$ cat src/rtl/pid_pwm_driver.sv
// pid_pwm_driver: shadow-buffered PWM stage for the PID control word; duty changes only at period wrap.
// Define PWM_DEADTIME_EN to add a dead-time FSM that drives the complementary pwm_n output.
module pid_pwm_driver #(
  parameter int WIDTH    = 8,
  parameter int PRESCALE = 1,
  parameter int DEAD     = 2
) (
  input  logic             clk,
  input  logic             rst,
  input  logic             enable,
  input  logic [WIDTH-1:0] duty_in,
  input  logic             duty_valid,
  output logic             duty_ready,
  output logic             pwm_out,
  output logic             pwm_n,
  output logic             period_start
);
  localparam int PW = PRESCALE > 1 ? $clog2(PRESCALE) : 1;
  localparam logic [WIDTH-1:0] LAST = {{(WIDTH-1){1'b1}}, 1'b0};
  if (PRESCALE < 1 || DEAD < 1) begin : g_bad_param
    $error("PRESCALE and DEAD must both be >= 1");
  end
  logic [PW-1:0]    prescaler;
  logic [WIDTH-1:0] cnt, active, shadow;
  logic             pending, tick, wrap, accept, raw;
  assign tick       = enable && prescaler == PW'(PRESCALE - 1);
  assign wrap       = tick && cnt == LAST;
  assign duty_ready = !pending;
  assign accept     = duty_valid && !pending;
  assign raw        = enable && cnt < active;
  // While disabled there is no period to protect, so a pending word is adopted at once.
  always_ff @(posedge clk) begin
    if (rst) begin
      prescaler    <= '0;
      cnt          <= '0;
      active       <= '0;
      shadow       <= '0;
      pending      <= 1'b0;
      period_start <= 1'b0;
    end else begin
      prescaler    <= (!enable || tick) ? '0 : prescaler + 1'b1;
      cnt          <= (!enable || wrap) ? '0 : tick ? cnt + 1'b1 : cnt;
      period_start <= wrap;
      if (pending && (wrap || !enable)) begin
        active  <= shadow;
        pending <= 1'b0;
      end else if (accept) begin
        shadow  <= duty_in;
        pending <= 1'b1;
      end
    end
  end
`ifdef PWM_DEADTIME_EN
  typedef enum logic [1:0] {LO_ON, DEAD_LH, HI_ON, DEAD_HL} dt_state_t;
  localparam int DW = $clog2(DEAD + 2);
  dt_state_t        state, nxt;
  logic [DW-1:0]    rem, nxt_rem;
  // rem is the number of settling edges still owed; DEAD+1 after disable/rst covers the entry edge too.
  always_comb begin
    nxt     = state;
    nxt_rem = rem;
    case (state)
      LO_ON:   if (raw) begin nxt = DEAD_LH; nxt_rem = DW'(DEAD - 1); end
               else if (rem != '0) nxt_rem = rem - 1'b1;
      DEAD_LH: if (!raw) begin nxt = DEAD_HL; nxt_rem = DW'(DEAD - 1); end
               else if (rem == '0) nxt = HI_ON;
               else nxt_rem = rem - 1'b1;
      HI_ON:   if (!raw) begin nxt = DEAD_HL; nxt_rem = DW'(DEAD - 1); end
      DEAD_HL: if (raw) begin nxt = DEAD_LH; nxt_rem = DW'(DEAD - 1); end
               else if (rem == '0) nxt = LO_ON;
               else nxt_rem = rem - 1'b1;
    endcase
  end
  always_ff @(posedge clk) begin
    if (rst || !enable) begin
      state   <= LO_ON;
      rem     <= DW'(DEAD + 1);
      pwm_out <= 1'b0;
      pwm_n   <= 1'b0;
    end else begin
      state   <= nxt;
      rem     <= nxt_rem;
      pwm_out <= nxt == HI_ON;
      pwm_n   <= nxt == LO_ON && nxt_rem == '0;
    end
  end
`else
  assign pwm_n = 1'b0;
  always_ff @(posedge clk) pwm_out <= rst ? 1'b0 : raw;
`endif
endmodule
$ cat config.mk
export PLATFORM = sky130hd
export DESIGN_NAME = pid_pwm_driver
export DESIGN_NICKNAME = d
export VERILOG_FILES = /design/src/rtl/pid_pwm_driver.sv
export SDC_FILE = /design/constraint.sdc
export NUM_CORES = 1
export LEC_CHECK = 0
export ABC_AREA = 1
export BUFFER_PORTS_ARGS = -buffer_cell sky130_fd_sc_hd__buf_4
export CELL_PAD_IN_SITES_DETAIL_PLACEMENT = 1
export CELL_PAD_IN_SITES_GLOBAL_PLACEMENT = 1
export CORE_MARGIN = 10
export CORE_UTILIZATION = 41
export DETAILED_ROUTE_END_ITERATION = 8
export PLACE_DENSITY_LB_ADDON = 0.1
export SETUP_SLACK_MARGIN = 0.1
export SLEW_MARGIN = 20
export SYNTH_ARGS = -nofsm -noshare
export SYNTH_HDL_FRONTEND = slang
export SYNTH_SLANG_ARGS = --single-unit
$ cat constraint.sdc
create_clock -name clk -period 1.9 [get_ports clk]
set_input_delay 0.19 -clock clk [delete_from_list [all_inputs] [get_ports clk]]
set_output_delay 0.19 -clock clk [all_outputs]
set_load 0.05 [all_outputs]
* Yosys cells after proc, flatten, opt, wreduce, memory -nomap -nowiden *
Index checks and enable logic that the tools add are counted.

storage, ports and cells
  flip-flop bits (word level) = 28
  input bits = 12

operators by class
  $add $sub $neg = 2
  order comparisons = 1
  bitwise gates (word level) = 2
  reductions and logical operators = 13
  eq/ne operators = 1

operators by type and width
  kind                                                            number
  8-bit by 1-bit adder with 8-bit output (second input constant)  1
  8-bit equality test (second input constant)                     1
  8-bit < comparator                                              1
  2-bit OR reduction                                              3
  1-bit logical AND                                               5
  1-bit zero test                                                 2
  1-bit logical OR                                                2
  1-bit NOT                                                       2
  2-bit AND reduction                                             1
  1-bit adder (second input constant)                             1

* Depth between registers and ports, before layout *
  depth in word-level cells = 7
  gate-level depth with buffers = 9
  gate-level depth less buffers = 9

* Least setup slack after synthesis *
Ideal clock, no wire load.

  kind = reg2reg
  from = register pending
  to = register shadow[2]
  clock period less this slack = 1.454 ns
  arrival time = 1.335 ns
  path buffers = 2
  cell stages (with the launch flop) = 7
  setup time = 0.119 ns
  slack = 0.446 ns
  cell sequence = dfxtp_1 -> buf_2 -> inv_1 -> nand2_1 -> buf_2 -> o21ai_0 -> a21oi_1

between the ends
  cells in the longest elaborated chain, start to end = 3
  elaborated cells between the ends (all ways) = 5
  those cells by class = bitwise: 1; reduce/logical: 4

RTL lines
  element                               line  text
  from (decl)                           25    logic pending, tick, wrap, accept, raw;
  from (signal assigned)                38    pending <= 1'b0;
  from (signal assigned)                46    pending <= 1'b0;
  from (signal assigned)                49    pending <= 1'b1;
  1-bit zero test                       -
  net duty_ready                        13    output logic duty_ready,
  1-bit logical AND                     29    assign accept = duty_valid && !pending;
  2-bit AND reduction (no source line)  -
  to (signal assigned)                  48    shadow <= duty_in;
  to (decl)                             24    logic [WIDTH-1:0] cnt, active, shadow;

The timed path passes the listed nets, and every way through them passes these cells.
A chain may end at the register's enable or synchronous reset.

* Worst setup path in the final report *
  from = register cnt[0]
  to = register cnt[3]

between the ends
  cells in the longest elaborated chain, start to end = 4
  elaborated cells between the ends (all ways) = 5
  those cells by class = add/sub: 1; eq/ne: 1; reduce/logical: 3

RTL lines
  element                                                                         line  text
  from (decl)                                                                     24
  from (signal assigned)                                                          42    cnt <= (!enable || wrap) ? '0 : tick ? cnt + 1'b1 : cnt;
  branches (longest 4 deep; another with 8-bit by 1-bit adder with 8-bit output)  -

Several ways; the timed one is not identified.

==> impl_metrics.yaml <==
floorplan:
  die_area_um2: 6010
  die_y_um: 77.5
  std_cell_rows: 20
  initial_utilization: 0.437
  core_um2: 3100
  fp.dieW_um: 77.5
  io_pins: 16
yosys:
  synth_cell_types: 25
  ys_seq_elements: 28
  netlist_area_um2: 1360
  synth-seq-area-share: 0.413
  syn_inst: 186
  syn_avg_cell_area_um2: 7.30
  yosysWarnings: 0
cells_and_area:
  area_growth_pct: 14.5
  fin_cells: 247
  fin_nets: 225
  mostFrequentLayoutCell: "nand2_1"
  fillers: 433
  antenna_cells: 0
  fin_util: 0.501
  layout_common_cells: "nand2_1, nor2_1, dfxtp_1"
  drive_gt1_frac: 0.143
clock_network:
  clkLatencyLatePin_ps: 340
  post_cts_buffers: 0
  cts.sinks: 28
  cts_resized: 0
  numCtsBuffers: 3
  cts_buffer_depth: 2
  cts_tree: "yes"
  cts_hold_repair.buffers: 0
  clkTransAtPathRegs_ps: 150
  cts_root_buffer: "clkbuf_4"
  htreeDepth: 1
worst_setup_path:
  crit_arrival_ps: 1790
  path_delay_family: "simple AND/OR/NAND/NOR gates"
  critPathLaunchType: "flop"
  path_cells: "inv_1, ha_1, nand3_1, nor2_1, nand2_2, nand3_1, nor3b_1"
  cpMostUsedCell: "nand3_1"
  worstPathMaxFanout: 8
  cpPeakStageDelay_ps: 410
  end_kind: "flop"
  timing.critical_path.required_ps: 2170
  cpMaxStageDelayCell: "dfxtp_1"
  worst-path-buf-inv: 1
  critPathKind: "reg2reg"
route:
  initialDrtViolationCount: 26
  wl_per_cell_um: 12.1
  drt_first_pass_iters: 3
  dr_total_vias: 1168
  drc: 0
  viasPerCell: 4.73
  ant_nets: 0
  drt_wl_total_mm: 2.99
sta:
  max_clock_freq_mhz: 659
  hold_violations: 0
  rsz0062_at_grt: "false"
  clock-skew-final_ps: 4.48
  setup_ws_ps: 383
  period_share: 0.798
  period_minus_slack_ps: 1520
  finalSetupViolCount: 0
  slew_viol_final: 0
  finalSetupTns_ps: 0
power:
  leakagePower_nw: 0.691
  max-vdd-ir-drop_mv: 0.302
  power_density_nw_per_um2: 700
grt:
  grt_remaining_overflow: 0
  grt_pass1_vias: 1255
  antenna_found_initial: 0
  grt_pass1_wl_mm: 5.48
  grt_start_max_net_pins: 18
  grt_use_total: 0.108
placement:
  detailed_place_hpwl_mm: 2.45
  place_congestion: 0.841
  io_buffers: 14
  dp_cells: 242
  place_ws_ps: 390
flow_run:
  max_cap_violations: 0
worst_hold_path:
  hold_path.class: "in2reg"
outcome:
  status: "finished clean"
-- logic make-up after synthesis --
kind of cell,Yosys count,synth area share
AO/OA/AOI/OAI,21,0.0876
other,1,0.00276
buffers and inverters,29,0.0848
XOR/XNOR,3,0.0194
AND/OR/NAND/NOR,95,0.310
adder cells (fa/ha/maj),9,0.0830
flip-flops,28,0.413
-- layer usage --
metal / routed length [um] / part of all wire / vias up / track usage
met5: 0 / 0 / - / 0
met4: 94 / 0.031 / 0 / 0.0547
met3: 118 / 0.039 / 8 / 0.0288
met2: 1430 / 0.48 / 20 / 0.192
met1: 1350 / 0.45 / 530 / 0.116
li1: - / - / 610 / -
-- metrics by stage --
step | total power, mW | cell area [um^2] | hold slack, ps
6_report | 1.09 | 1550 | 88.5
5_1_grt | 1.16 | 1550 | 78.1
4_1_cts | 1.10 | 1540 | 5.29
3_5_place_dp | 0.803 | 1510 | 386
3_3_place_gp | 0.795 | 1510 | 384
2_1_floorplan | 0.752 | 1360 | 262
-- final timing paths --
| path | from | endpoint | cells past startpoint | slack, ps |
|---|---|---|---|---|
| hold / removal | duty_in[4] | shadow[4] | 3 | 90 |
| setup / recovery | cnt[0] | cnt[3] | 7 | 380 |
| setup reg to reg | cnt[0] | cnt[3] | 7 | 380 |
| hold reg to reg | shadow[0] | shadow[0] | 2 | 460 |
-- flip-flops by register name, indices dropped and copies added (netlist names) --
name and flops:
pwm_out 1, shadow 8, cnt 8, active 8, prescaler 1, pending 1, period_start 1
-- cell usage after synthesis --
| cell type | number | area, um^2 |
|---|---|---|
| nand4_1 | 2 | 12.5 |
| xor2_1 | 2 | 17.5 |
| nor2_1 | 33 | 124 |
| buf_2 | 2 | 10.0 |
| or2_2 | 1 | 6.26 |
| nor3_1 | 1 | 5.00 |
| buf_4 | 1 | 7.51 |
| inv_1 | 24 | 90.1 |
| nand2_1 | 37 | 139 |
| conb_1 | 1 | 3.75 |
| a21oi_4 | 1 | 16.3 |
| a21oi_1 | 10 | 50.1 |
| nor2_4 | 1 | 11.3 |
| inv_2 | 1 | 3.75 |
| buf_1 | 1 | 3.75 |
| nand3b_1 | 5 | 37.5 |
| dfxtp_1 | 28 | 561 |
| xnor2_1 | 1 | 8.76 |
| nand3_1 | 8 | 40.0 |
| nor3b_1 | 1 | 7.51 |
| o21a_1 | 1 | 7.51 |
| ha_1 | 9 | 113 |
| nand2_2 | 3 | 18.8 |
| nor2_2 | 3 | 18.8 |
| o21ai_0 | 9 | 45.0 |
-- tightest hold or removal path, delay by kind of cell --
| family | cells | cell delay (ps) |
|---|---|---|
| and+or+nand+nor | 1 | 70 |
| buffers and inverters | 1 | 70 |
| AOI/OAI and AO/OA | 1 | 70 |
-- final cells by class --
class / instances / area, um^2 / share of cell area
multi-input combinational: 130 / 686 / 0.441
sequential: 28 / 561 / 0.361
timing repair buffer: 16 / 123 / 0.0789
inverter: 25 / 93.8 / 0.0604
tap: 44 / 55.1 / 0.0354
clock buffer: 4 / 36.3 / 0.0233
-- where the power goes --
group	leakage, nW	internal [mW]	total, mW	switching (mW)
sequential	0.229	0.618	0.634	0.0169
combinational	0.441	0.0603	0.155	0.0944
clock	0.0210	0.118	0.299	0.181
Note: power is estimated with default switching activity, not from simulation.
